<file path="config.mk">
export PLATFORM = sky130hd
export DESIGN_NAME = grid_access_sequencer_flat
export DESIGN_NICKNAME = d
export VERILOG_FILES = /design/src/rtl/grid_access_sequencer_if.sv /design/src/rtl/grid_access_sequencer.sv /design/src/flat_wrapper.sv
export SDC_FILE = /design/constraint.sdc
export NUM_CORES = 1
export LEC_CHECK = 0
export CAP_MARGIN = 20
export CORE_MARGIN = 5
export CORE_UTILIZATION = 40
export CTS_CLUSTER_SIZE = 16
export DETAILED_ROUTE_END_ITERATION = 10
export MAX_ROUTING_LAYER = met4
export PLACE_DENSITY = 0.66
export SLEW_MARGIN = 25
export SYNTH_ARGS = -nofsm -noshare
export SYNTH_HDL_FRONTEND = slang
export SYNTH_SLANG_ARGS = --single-unit
</file>
<file path="constraint.sdc">
create_clock -name clk_i -period 2.9 [get_ports clk_i]
set_clock_uncertainty 0.1 [all_clocks]
set_input_delay 0.725 -clock clk_i [delete_from_list [all_inputs] [get_ports clk_i]]
set_output_delay 0.725 -clock clk_i [all_outputs]
set_load 0.01 [all_outputs]
</file>
<file path="src/rtl/grid_access_sequencer_if.sv">
// Bundles the command, display-reader and grid-RAM signals of the grid access sequencer.
// slave is the sequencer's view; master is the surrounding game/display/RAM view.
interface grid_access_sequencer_if;
    logic       cmd_valid;
    logic       cmd_ready;
    logic [1:0] cmd_op;
    logic [2:0] cmd_ax, cmd_ay, cmd_bx, cmd_by;
    logic [3:0] rsp_data;
    logic       done;
    logic       vga_req;
    logic [2:0] vga_x, vga_y;
    logic       vga_grant;
    logic [3:0] vga_data;
    logic       vga_valid;
    logic [5:0] mem_addr;
    logic       mem_we;
    logic [3:0] mem_wdata;
    logic [3:0] mem_rdata;

    modport slave (
        input  cmd_valid, cmd_op, cmd_ax, cmd_ay, cmd_bx, cmd_by, vga_req, vga_x, vga_y, mem_rdata,
        output cmd_ready, rsp_data, done, vga_grant, vga_data, vga_valid, mem_addr, mem_we, mem_wdata
    );
    modport master (
        output cmd_valid, cmd_op, cmd_ax, cmd_ay, cmd_bx, cmd_by, vga_req, vga_x, vga_y, mem_rdata,
        input  cmd_ready, rsp_data, done, vga_grant, vga_data, vga_valid, mem_addr, mem_we, mem_wdata
    );
endinterface

</file>
<file path="src/rtl/grid_access_sequencer.sv">
// Owns the single-port 64x4 candy-grid RAM: runs game commands as fixed access sequences,
// lends idle cycles to the display reader (with a starvation guard) and makes random colours.
module grid_access_sequencer #(
    parameter int          NUM_COLORS = 6,
    parameter int          STARVE_MAX = 8,
    parameter logic [15:0] LFSR_SEED  = 16'hACE1
) (
    input logic                    clk_i,
    input logic                    rst_i,
    grid_access_sequencer_if.slave bus_io
);
    typedef enum logic [2:0] {IDLE, RD_CAP, SW_RDB, SW_WRA, SW_WRB} state_e;

    localparam logic [1:0] OP_READ   = 2'd0;
    localparam logic [1:0] OP_BLACK  = 2'd1;
    localparam logic [1:0] OP_RANDOM = 2'd2;
    localparam logic [3:0] NC        = 4'(NUM_COLORS);
    localparam logic [3:0] SMAX      = 4'(STARVE_MAX);

    state_e      state_q, state_d;
    logic        done_q, done_d;
    logic [3:0]  rsp_q, vga_hold_q, latch_a_q;
    logic [3:0]  starve_q, starve_d;
    logic        vga_valid_q;
    logic [15:0] lfsr_q, lfsr_d;
    logic [5:0]  a_addr_q, b_addr_q;

    logic [5:0]  cmd_a, cmd_b, vga_addr, addr;
    logic [3:0]  colour, c4, wdata;
    logic        forced, accept, grant, we, ready;

    assign cmd_a    = {bus_io.cmd_ay, bus_io.cmd_ax};
    assign cmd_b    = {bus_io.cmd_by, bus_io.cmd_bx};
    assign vga_addr = {bus_io.vga_y, bus_io.vga_x};
    assign forced   = (starve_q >= SMAX) && bus_io.vga_req;

    assign c4     = {1'b0, lfsr_q[2:0]};
    assign colour = ((c4 >= NC) ? (c4 - NC) : c4) + 4'd1;
    assign lfsr_d = lfsr_q[0] ? ((lfsr_q >> 1) ^ 16'hB400) : (lfsr_q >> 1);

    always_comb begin
        state_d = state_q;
        done_d  = 1'b0;
        ready   = 1'b0;
        grant   = 1'b0;
        accept  = 1'b0;
        addr    = a_addr_q;
        we      = 1'b0;
        wdata   = 4'd0;
        unique case (state_q)
            IDLE: begin
                ready = !forced;
                if (forced) begin
                    grant = 1'b1;
                    addr  = vga_addr;
                end else if (bus_io.cmd_valid) begin
                    // First access of the command goes out in the accept cycle itself.
                    accept = 1'b1;
                    addr   = cmd_a;
                    case (bus_io.cmd_op)
                        OP_READ:   state_d = RD_CAP;
                        OP_BLACK:  begin we = 1'b1; done_d = 1'b1; end
                        OP_RANDOM: begin we = 1'b1; wdata = colour; done_d = 1'b1; end
                        default:   state_d = SW_RDB;
                    endcase
                end else if (bus_io.vga_req) begin
                    grant = 1'b1;
                    addr  = vga_addr;
                end
            end
            RD_CAP: begin
                state_d = IDLE;
                done_d  = 1'b1;
            end
            SW_RDB: begin
                addr    = b_addr_q;
                state_d = SW_WRA;
            end
            SW_WRA: begin
                addr    = a_addr_q;
                we      = 1'b1;
                wdata   = bus_io.mem_rdata;
                state_d = SW_WRB;
            end
            SW_WRB: begin
                addr    = b_addr_q;
                we      = 1'b1;
                wdata   = latch_a_q;
                state_d = IDLE;
                done_d  = 1'b1;
            end
            default: state_d = IDLE;
        endcase
        starve_d = 4'd0;
        if (bus_io.vga_req && !grant)
            starve_d = (starve_q == 4'hF) ? 4'hF : starve_q + 4'd1;
    end

    // A reset landing mid-swap must not let the pending write through.
    assign bus_io.mem_we    = we && !rst_i;
    assign bus_io.mem_addr  = addr;
    assign bus_io.mem_wdata = wdata;
    assign bus_io.cmd_ready = ready;
    assign bus_io.vga_grant = grant;
    assign bus_io.done      = done_q;
    assign bus_io.rsp_data  = rsp_q;
    assign bus_io.vga_valid = vga_valid_q;
    assign bus_io.vga_data  = vga_valid_q ? bus_io.mem_rdata : vga_hold_q;

    always_ff @(posedge clk_i) begin
        if (rst_i) begin
            state_q     <= IDLE;
            done_q      <= 1'b0;
            rsp_q       <= 4'd0;
            vga_hold_q  <= 4'd0;
            latch_a_q   <= 4'd0;
            starve_q    <= 4'd0;
            vga_valid_q <= 1'b0;
            lfsr_q      <= LFSR_SEED;
            a_addr_q    <= 6'd0;
            b_addr_q    <= 6'd0;
        end else begin
            state_q     <= state_d;
            done_q      <= done_d;
            starve_q    <= starve_d;
            vga_valid_q <= grant;
            lfsr_q      <= lfsr_d;
            if (vga_valid_q)       vga_hold_q <= bus_io.mem_rdata;
            if (state_q == RD_CAP) rsp_q      <= bus_io.mem_rdata;
            if (state_q == SW_RDB) latch_a_q  <= bus_io.mem_rdata;
            if (accept) begin
                a_addr_q <= cmd_a;
                b_addr_q <= cmd_b;
            end
        end
    end
endmodule

</file>
<file path="src/flat_wrapper.sv">
// flat-port wrapper written by rule: the top's interface ports become plain ports
module grid_access_sequencer_flat 
#(
    parameter int          NUM_COLORS = 6,
    parameter int          STARVE_MAX = 8,
    parameter logic [15:0] LFSR_SEED  = 16'hACE1
)
  (clk_i, rst_i, bus_io_cmd_valid, bus_io_cmd_op, bus_io_cmd_ax, bus_io_cmd_ay, bus_io_cmd_bx, bus_io_cmd_by, bus_io_vga_req, bus_io_vga_x, bus_io_vga_y, bus_io_mem_rdata, bus_io_cmd_ready, bus_io_rsp_data, bus_io_done, bus_io_vga_grant, bus_io_vga_data, bus_io_vga_valid, bus_io_mem_addr, bus_io_mem_we, bus_io_mem_wdata);
  grid_access_sequencer_if bus_io_i ();
  input logic clk_i;
  input logic rst_i;
  input wire logic [$bits(bus_io_i.cmd_valid)-1:0] bus_io_cmd_valid;
  input wire logic [$bits(bus_io_i.cmd_op)-1:0] bus_io_cmd_op;
  input wire logic [$bits(bus_io_i.cmd_ax)-1:0] bus_io_cmd_ax;
  input wire logic [$bits(bus_io_i.cmd_ay)-1:0] bus_io_cmd_ay;
  input wire logic [$bits(bus_io_i.cmd_bx)-1:0] bus_io_cmd_bx;
  input wire logic [$bits(bus_io_i.cmd_by)-1:0] bus_io_cmd_by;
  input wire logic [$bits(bus_io_i.vga_req)-1:0] bus_io_vga_req;
  input wire logic [$bits(bus_io_i.vga_x)-1:0] bus_io_vga_x;
  input wire logic [$bits(bus_io_i.vga_y)-1:0] bus_io_vga_y;
  input wire logic [$bits(bus_io_i.mem_rdata)-1:0] bus_io_mem_rdata;
  output wire logic [$bits(bus_io_i.cmd_ready)-1:0] bus_io_cmd_ready;
  output wire logic [$bits(bus_io_i.rsp_data)-1:0] bus_io_rsp_data;
  output wire logic [$bits(bus_io_i.done)-1:0] bus_io_done;
  output wire logic [$bits(bus_io_i.vga_grant)-1:0] bus_io_vga_grant;
  output wire logic [$bits(bus_io_i.vga_data)-1:0] bus_io_vga_data;
  output wire logic [$bits(bus_io_i.vga_valid)-1:0] bus_io_vga_valid;
  output wire logic [$bits(bus_io_i.mem_addr)-1:0] bus_io_mem_addr;
  output wire logic [$bits(bus_io_i.mem_we)-1:0] bus_io_mem_we;
  output wire logic [$bits(bus_io_i.mem_wdata)-1:0] bus_io_mem_wdata;
  assign bus_io_i.cmd_valid = bus_io_cmd_valid;
  assign bus_io_i.cmd_op = bus_io_cmd_op;
  assign bus_io_i.cmd_ax = bus_io_cmd_ax;
  assign bus_io_i.cmd_ay = bus_io_cmd_ay;
  assign bus_io_i.cmd_bx = bus_io_cmd_bx;
  assign bus_io_i.cmd_by = bus_io_cmd_by;
  assign bus_io_i.vga_req = bus_io_vga_req;
  assign bus_io_i.vga_x = bus_io_vga_x;
  assign bus_io_i.vga_y = bus_io_vga_y;
  assign bus_io_i.mem_rdata = bus_io_mem_rdata;
  assign bus_io_cmd_ready = bus_io_i.cmd_ready;
  assign bus_io_rsp_data = bus_io_i.rsp_data;
  assign bus_io_done = bus_io_i.done;
  assign bus_io_vga_grant = bus_io_i.vga_grant;
  assign bus_io_vga_data = bus_io_i.vga_data;
  assign bus_io_vga_valid = bus_io_i.vga_valid;
  assign bus_io_mem_addr = bus_io_i.mem_addr;
  assign bus_io_mem_we = bus_io_i.mem_we;
  assign bus_io_mem_wdata = bus_io_i.mem_wdata;
  grid_access_sequencer #(.NUM_COLORS(NUM_COLORS), .STARVE_MAX(STARVE_MAX), .LFSR_SEED(LFSR_SEED)) u_core (.clk_i(clk_i), .rst_i(rst_i), .bus_io(bus_io_i));
endmodule
</file>
==> results.yml, run 1 <==
place:
  dp_hpwl_um: 3780
  gp_congestion: 0.829
  portBuffers: 50
  preCtsSetupSlack_ps: -449
detailed_routing:
  wirelength_um: 5210
  drtAntennaViolNets: 0
  vias: 1898
  drc: 0
  drt-wirelength-per-cell_um: 13.5
  first_pass_iters: 4
  first_iter_violations: 128
  avgViaCountPerCell: 4.92
global_routing:
  grt_pass1_wl_um: 8760
  antenna_found_initial: 0
  grt_max_degree: 47
  grt-ovfl-total: 0
  first_global_vias: 1827
  grt_use_total: 0.151
logic_synthesis:
  synthDistinctLibCells: 42
  synth-seq-cells: 49
  synth.yosys.seq_area_share: 0.432
  netlist_area_um2: 2270
  syn-instance-count: 249
  syn-num-nets: 282
  ys_async_sr_fraction: 0
  synth_edf_count: 0
  synthFlopType: "dfxtp_1"
  synth.avg_cell_area_um2: 9.12
  ys_warn_count: 0
power:
  p_leak_nw: 1.28
  cellPowerDensity_nw_per_um2: 473
  irDropWorstVdd_mv: 0.231
cts:
  cts-buffers-inserted: 5
  cts_buffer_depth: 2
  clockRootBuffer: "clkbuf_8"
  clk_latency_ps: 290
  cts_sinks: 49
  cts_tree: "built"
  clkTransAtPathRegs_ps: 80
  h-tree-depth: 2
critical_path:
  path_common_cell: "buf_4"
  arrival_ps: 2010
  crit_fanout: 4
  max_stage_delay_ps: 270
  critical_path_required_ps: 2080
  cp-end-kind: "primary output"
  path_class: "primary input to primary output"
  slowest_stage: "dlygate4sd2_1"
  cp-start-kind: "primary input"
  cp_cell_sequence: "dlygate4sd2_1 -> nand2_2 -> buf_4 -> nor3_1 -> buf_4 -> a21oi_1 -> a31oi_1 -> clkdlybuf4s15_2"
floorplan:
  die_w_um: 85.3
  placementRows: 27
  io_pins: 51
  dieArea_um2: 7280
  core_um2: 5510
  initial_core_util: 0.412
  die_height_um: 85.3
sta:
  fmax_ghz: 0.353
  finalHoldViolations: 0
  setup_ws_ps: 64.6
  period_minus_slack_ps: 2840
  rsz0062_at_grt: "no"
  relSlewSlack: 0.709
  drv_slew: 0
  tightestPinTransition_ps: 437
  tns_ps: 0
  finalSetupViolCount: 0
  finalCritPeriodShare: 0.978
layout:
  layout_common_cells: "dfxtp_1 (49), clkdlybuf4s50_1 (34), nor2_1 (31), mux2i_1 (24), buf_4 (20)"
  area_growth_pct: 33.6
  postLayoutCoreUtil: 0.551
  final_common_cell: "dfxtp_1"
  antenna_cells: 0
  drive_gt1_frac: 0.169
  nNetsFinal: 346
outcome:
  run_status: "complete, no violations"
min_path:
  min_path_type: "flip-flop to flip-flop"
flow_run:
  drv_cap: 0
==> area by class of cell <==
class | count | area, um^2
Timing Repair Buffer | 71 | 648
Clock inverter | 2 | 13.8
Tap cell | 72 | 90.1
Multi-Input combinational cell | 178 | 1190
Sequential cell | 49 | 981
Clock buffer | 6 | 82.6
Inverter | 8 | 30.0
Fill cell | 527 | 2470
==> per-layer routing <==
layer	global-route usage	wire, um
met3	0.0340	239
met1	0.208	2670
met2	0.222	2260
met5	-	0
met4	0.0374	40
==> stage by stage <==
stage	instances	hold WS, ps	power [mW]	instance area [um^2]
5_1_grt	386	336	1.52	3030
3_5_place_dp	375	297	1.05	2920
4_1_cts	386	318	1.46	3040
2_1_floorplan	249	289	0.915	2270
6_report	386	314	1.44	3030
3_3_place_gp	375	293	1.05	2920
==> cells by family after synthesis <==
family,after synthesis,share of synthesized area
xor+xnor,5,0.0193
flops,49,0.432
compound gates,40,0.106
simple gates,96,0.221
fa+ha+maj,9,0.0452
mux,28,0.126
buf+inv,22,0.0507
==> repair_timing <==
action	in CTS	in global routing
setup endpoints to repair	14	5
pin swaps	1	0
setup buffers	3	0
hold buffers	0	0
gates resized for setup	19	9
==> state kept, by name, indices dropped and copies added (netlist names) <==
register,cells
u_core.bus_io.rsp_data,4
u_core.bus_io.done,1
u_core.b_addr_q,6
u_core.a_addr_q,6
u_core.bus_io.vga_valid,1
u_core.vga_hold_q,4
u_core.state_q,3
u_core.lfsr_q,16
u_core.starve_q,4
u_core.latch_a_q,4
==> final timing paths <==
| check | end | startpoint | depth (start not counted) | slack [ps] |
|---|---|---|---|---|
| min reg2reg | u_core.lfsr_q[7]$_SDFF_PP1_ | u_core.lfsr_q[8]$_SDFF_PP0_ | 1 | 310 |
| max | bus_io_mem_addr[3] | bus_io_vga_req | 8 | 60 |
| max reg2reg | u_core.b_addr_q[4]$_SDFFE_PP0P_ | u_core.state_q[0]$_SDFFE_PP0P_ | 6 | 1180 |
| min | u_core.lfsr_q[7]$_SDFF_PP1_ | u_core.lfsr_q[8]$_SDFF_PP0_ | 1 | 310 |
==> power breakdown <==
part	total (mW)	internal (mW)	switching, mW
registers	0.736	0.712	0.0237
logic	0.291	0.156	0.135
clock network	0.409	0.193	0.215
==> cells in the mapped netlist, types with 2 or more instances <==
cell type | count | share of area
mux2i_1 | 24 | 0.11
buf_2 | 2 | 0.0044
o21ai_1 | 2 | 0.0044
maj3_1 | 4 | 0.018
a211o_1 | 2 | 0.0077
inv_1 | 7 | 0.012
nor2_1 | 31 | 0.051
or2_2 | 6 | 0.017
a32oi_1 | 3 | 0.012
xnor2_1 | 4 | 0.015
nor3_1 | 6 | 0.013
o2111ai_1 | 2 | 0.0077
buf_4 | 3 | 0.0099
nor4_1 | 2 | 0.0055
clkbuf_1 | 7 | 0.012
nand2b_1 | 2 | 0.0055
o21ai_0 | 9 | 0.020
nand2_1 | 14 | 0.023
a31oi_1 | 5 | 0.014
nor2b_1 | 17 | 0.047
a21oi_1 | 15 | 0.033
nand3_1 | 5 | 0.011
nand3b_1 | 2 | 0.0066
a21oi_2 | 2 | 0.0077
mux2_2 | 4 | 0.020
ha_1 | 5 | 0.028
dfxtp_1 | 49 | 0.43
==> critical path, delay by kind of cell <==
kind            cells  cell delay (ps)
buf+inv             4              830
simple gates        2              230
compound gates      2              230
No activity file was read; power rests on OpenSTA's default activity.
==> run 2, diff against run 1 <==
Settings changed: GPL_ROUTABILITY_DRIVEN from default to 0, HOLD_SLACK_MARGIN from default to 0.06, SKIP_CTS_REPAIR_TIMING from default to 1.
==> run 2 against run 1 <==
Effect of this change: power grew 0.82%; via count shrank 0.16%; die area unchanged; critical path depth down 4; flip-flop and latch count unchanged; final cell count shrank 0.78%; global-route usage is 0.17 points lower; sequential share of layout area shrank 0.50 points; largest cell class unchanged; largest power group unchanged.
==> results.yml, run 2 (same netlist as run 1, synthesis figures left out) <==
sta:
  whs_ps: 314
  drv_slew: 0
  finalCritPeriodShare: 0.969
  fmax_ghz: 0.356
  rsz0062_at_grt: "no"
  tns_ps: 0
  tightestPinTransition_ps: 437
  period_minus_slack_ps: 2810
  relSlewSlack: 0.709
  finalHoldViolations: 0
  finalSetupViolCount: 0
flow_run:
  drv_cap: 0
layout:
  area_growth_pct: 35.7
  fin_area_um2: 3080
  multiInputGateArea_um2: 1200
  antenna_cells: 0
  reg.largest.list: "u_core.lfsr_q (16), u_core.a_addr_q (6), u_core.b_addr_q (6)"
  layout_common_cells: "dfxtp_1 (49), clkdlybuf4s50_1 (36), nor2_1 (31), mux2i_1 (24), nor2b_1 (17)"
  seqCellArea_um2: 981
  fill_cells: 522
  final_common_cell: "dfxtp_1"
  postLayoutCoreUtil: 0.559
  drive_gt1_frac: 0.145
  regMostFlops: "u_core.lfsr_q"
  nNetsFinal: 343
  largest_reg_flops: 16
global_routing:
  antenna_found_initial: 0
  first_global_vias: 1819
  grt_use_total: 0.149
  grt-ovfl-total: 0
  grt_max_degree: 47
  grt_pass1_wl_um: 8650
critical_path:
  max_stage_delay_ps: 520
  arrival_ps: 1980
  cp-end-kind: "primary output"
  critPathTopFamily: "buffers and inverters"
  crit_fanout: 7
  cp-start-kind: "flip-flop"
  worst-path-buf-inv: 2
  critical_path_required_ps: 2080
  cp_cell_sequence: "or3_4 -> a21oi_4 -> buf_4 -> clkdlybuf4s50_1"
  path_class: "flip-flop to primary output"
  slowest_stage: "clkdlybuf4s50_1"
detailed_routing:
  first_iter_violations: 124
  vias: 1895
  drtAntennaViolNets: 0
  wirelength_um: 5230
  drc: 0
  first_pass_iters: 4
  drt-wirelength-per-cell_um: 13.6
  avgViaCountPerCell: 4.95
power:
  cellPowerDensity_nw_per_um2: 470
  irDropWorstVdd_mv: 0.231
  p_leak_nw: 1.42
outcome:
  run_status: "complete, no violations"
cts:
  clkTransAtPathRegs_ps: 80
  cts-buffers-inserted: 5
  clk_latency_ps: 290
  cts_tree: "built"
  cts_sinks: 49
  h-tree-depth: 2
  cts_buffer_depth: 2
  clockRootBuffer: "clkbuf_8"
floorplan:
  io_pins: 51
  die_height_um: 85.3
  die_w_um: 85.3
  placementRows: 27
  dieArea_um2: 7280
  initial_core_util: 0.412
  core_um2: 5510
place:
  portBuffers: 50
  dp_hpwl_um: 3780
  placed_area_um2: 2920
min_path:
  min_path_type: "flip-flop to flip-flop"
## run 2: path summary, 6_finish.rpt
check | start | end | slack, ps | cells past startpoint
max | u_core.state_q[0]$_SDFFE_PP0P_ | bus_io_cmd_ready | 90 | 4
min | u_core.lfsr_q[8]$_SDFF_PP0_ | u_core.lfsr_q[7]$_SDFF_PP1_ | 310 | 1
max reg2reg | u_core.state_q[0]$_SDFFE_PP0P_ | u_core.b_addr_q[4]$_SDFFE_PP0P_ | 1200 | 6
min reg2reg | u_core.lfsr_q[8]$_SDFF_PP0_ | u_core.lfsr_q[7]$_SDFF_PP1_ | 310 | 1
## run 2: cell type report
class	count	area share
multi-input combinational	178	0.388
sequential	49	0.318
timing repair buffer	68	0.223
tap	72	0.0292
clock buffer	6	0.0268
inverter	8	0.00975
clock inverter	2	0.00447
## run 2: where the power goes
group	total, mW	switching [mW]	internal, mW
Combinational	0.303	0.135	0.168
Clock	0.408	0.215	0.193
Sequential	0.736	0.0239	0.712
Total	1.45	0.374	1.07
## run 2: per-stage QoR
stage	cells	setup WS [ps]	power, mW
final	383	90.2	1.45
after detailed placement	375	-449	1.05
after CTS	383	-448	1.47
after global placement	375	-416	1.05
after floorplan	249	526	0.915
after global routing	383	20.4	1.53
## run 2: per-layer routing
layer,part of all wire,GRT usage
met5,0,-
met4,0.0077,0.0374
met3,0.051,0.0340
met2,0.44,0.224
met1,0.50,0.202
## run 2: worst reg2reg max path, stage by stage, from the launching register on
cell	delay [ps]
dfxtp_1	390
buf_4	190
nor3_2	140
and3_4	230
buf_4	250
mux2i_1	230
nor2_1	50
==> run 3, diff against run 2 <==
Settings changed: CORE_MARGIN 5 to 2.
==> run 3 against run 2 <==
Effect of this change: sequential power about the same; die area decreased by 14%; via count grew 0.11%; register-to-register slack worse by 30 ps; fmax fell by 0.67%; critical endpoint is now bus_io_vga_data[2].
==> results.yml, run 3 (same netlist as run 1, synthesis figures left out) <==
outcome:
  run_status: "complete, no violations"
floorplan:
  core_um2: 5510
  dieArea_um2: 6290
  io_pins: 51
  die_w_um: 79.3
  placementRows: 27
  die_height_um: 79.3
  initial_core_util: 0.412
sta:
  period_minus_slack_ps: 2830
  relSlewSlack: 0.705
  finalCritPeriodShare: 0.975
  tightestPinTransition_ps: 442
  drv_slew: 0
  fmax_ghz: 0.354
  whs_ps: 318
  rsz0062_at_grt: "no"
  finalHoldViolations: 0
  finalSetupViolCount: 0
critical_path:
  cp_num_cells: 3
  worst-path-buf-inv: 2
  r2r_end: "u_core.b_addr_q[2]$_SDFFE_PP0P_"
  critical_path_required_ps: 2080
  worst-r2r-cell-count: 6
  r2r-start: "u_core.state_q[2]$_SDFFE_PP0P_"
  cp-start-kind: "primary input"
  path_class: "primary input to primary output"
  cp-end-kind: "primary output"
  r2r_slack_ps: 1170
  crit_fanout: 4
  slowest_stage: "clkdlybuf4s50_1"
  max_stage_delay_ps: 550
  cp_cell_sequence: "clkdlybuf4s50_1 -> mux2_2 -> clkdlybuf4s50_1"
  path_common_cell: "clkdlybuf4s50_1"
  arrival_ps: 2000
  critPathTopFamily: "buffers and inverters"
flow_run:
  drv_cap: 0
power:
  cellPowerDensity_nw_per_um2: 515
  swShare: 0.241
  pwr-share-seq: 0.456
  netSwitchingPower_uw: 388
  p_int_mw: 1.23
  p_comb_frac: 0.186
  p_leak_nw: 1.46
  p_total_mw: 1.61
  clkPwrFrac: 0.358
  irDropWorstVdd_mv: 0.277
detailed_routing:
  first_iter_violations: 72
  first_pass_iters: 4
  avgViaCountPerCell: 4.91
  vias: 1897
  drtAntennaViolNets: 0
  drc: 0
  drt-wirelength-per-cell_um: 13.3
  wirelength_um: 5120
cts:
  cts_buffer_depth: 2
  cts_tree: "built"
  clockRootBuffer: "clkbuf_8"
  cts_sinks: 49
  clk_latency_ps: 300
  h-tree-depth: 2
  clkTransAtPathRegs_ps: 80
  cts-buffers-inserted: 5
global_routing:
  first_global_vias: 1761
  grt-ovfl-total: 0
  antenna_found_initial: 0
  grt_max_degree: 47
  grt_use_total: 0.178
  grt_pass1_wl_um: 8470
layout:
  largest_reg_flops: 16
  regMostFlops: "u_core.lfsr_q"
  layout_common_cells: "dfxtp_1 (49), clkdlybuf4s50_1 (35), nor2_1 (31), mux2i_1 (24), buf_4 (20)"
  nNetsFinal: 346
  final_common_cell: "dfxtp_1"
  reg.largest.list: "u_core.lfsr_q (16), u_core.a_addr_q (6), u_core.b_addr_q (6)"
  area_growth_pct: 37.9
  drive_gt1_frac: 0.156
  antenna_cells: 0
  fin_cells: 386
  postLayoutCoreUtil: 0.569
place:
  dp_cells: 377
  portBuffers: 50
  dp_hpwl_um: 3650
min_path:
  worstHoldPathCells: 1
  min_path_type: "flip-flop to flip-flop"
  hold-path-endpoint: "u_core.lfsr_q[7]$_SDFF_PP1_"
  worstHoldStart: "u_core.lfsr_q[8]$_SDFF_PP0_"
==> run 3: layout make-up <==
cell class / count / area (um^2)
clock buffer: 5 / 68.8
clock inverter: 3 / 68.8
fill: 514 / 2380
inverter: 8 / 30.0
multi-input combinational: 178 / 1190
sequential: 49 / 981
tap: 72 / 90.1
timing repair buffer: 71 / 699
==> run 3: layer usage <==
layer,track usage,vias up,wire length (um)
met1,0.246,858,2470
met4,0.0810,0,99
met5,-,-,0
li1,-,977,-
met3,0.0352,10,296
met2,0.251,52,2260
==> run 3: power by group through the flow <==
stage / Clock, mW / Sequential (mW) / Combinational [mW]
floorplan: 0 / 0.746 / 0.169
global placement: 0 / 0.751 / 0.299
detailed placement: 0 / 0.751 / 0.301
CTS: 0.595 / 0.736 / 0.303
global route: 0.624 / 0.742 / 0.329
finish: 0.577 / 0.737 / 0.300
==> run 3: per-stage QoR <==
stage	instance area [um^2]	setup WS, ps	setup TNS (ps)
after floorplan	2270	526	0
after global placement	2930	-401	-4250
after detailed placement	2930	-400	-4080
after CTS	3060	-412	-4230
after global routing	3130	17.9	0
final	3130	71.2	0
==> run 3: worst max path at each step <==
stage	start	to	slack (ps)
after floorplan	bus_io_vga_req	bus_io_mem_we	530
after global routing	bus_io_cmd_op[1]	bus_io_mem_we	20
final	bus_io_mem_rdata[2]	bus_io_vga_data[2]	70
after detailed placement	bus_io_vga_req	bus_io_mem_addr[0]	-400
after global placement	bus_io_vga_req	bus_io_mem_addr[5]	-400
after CTS	bus_io_vga_req	bus_io_mem_addr[0]	-410
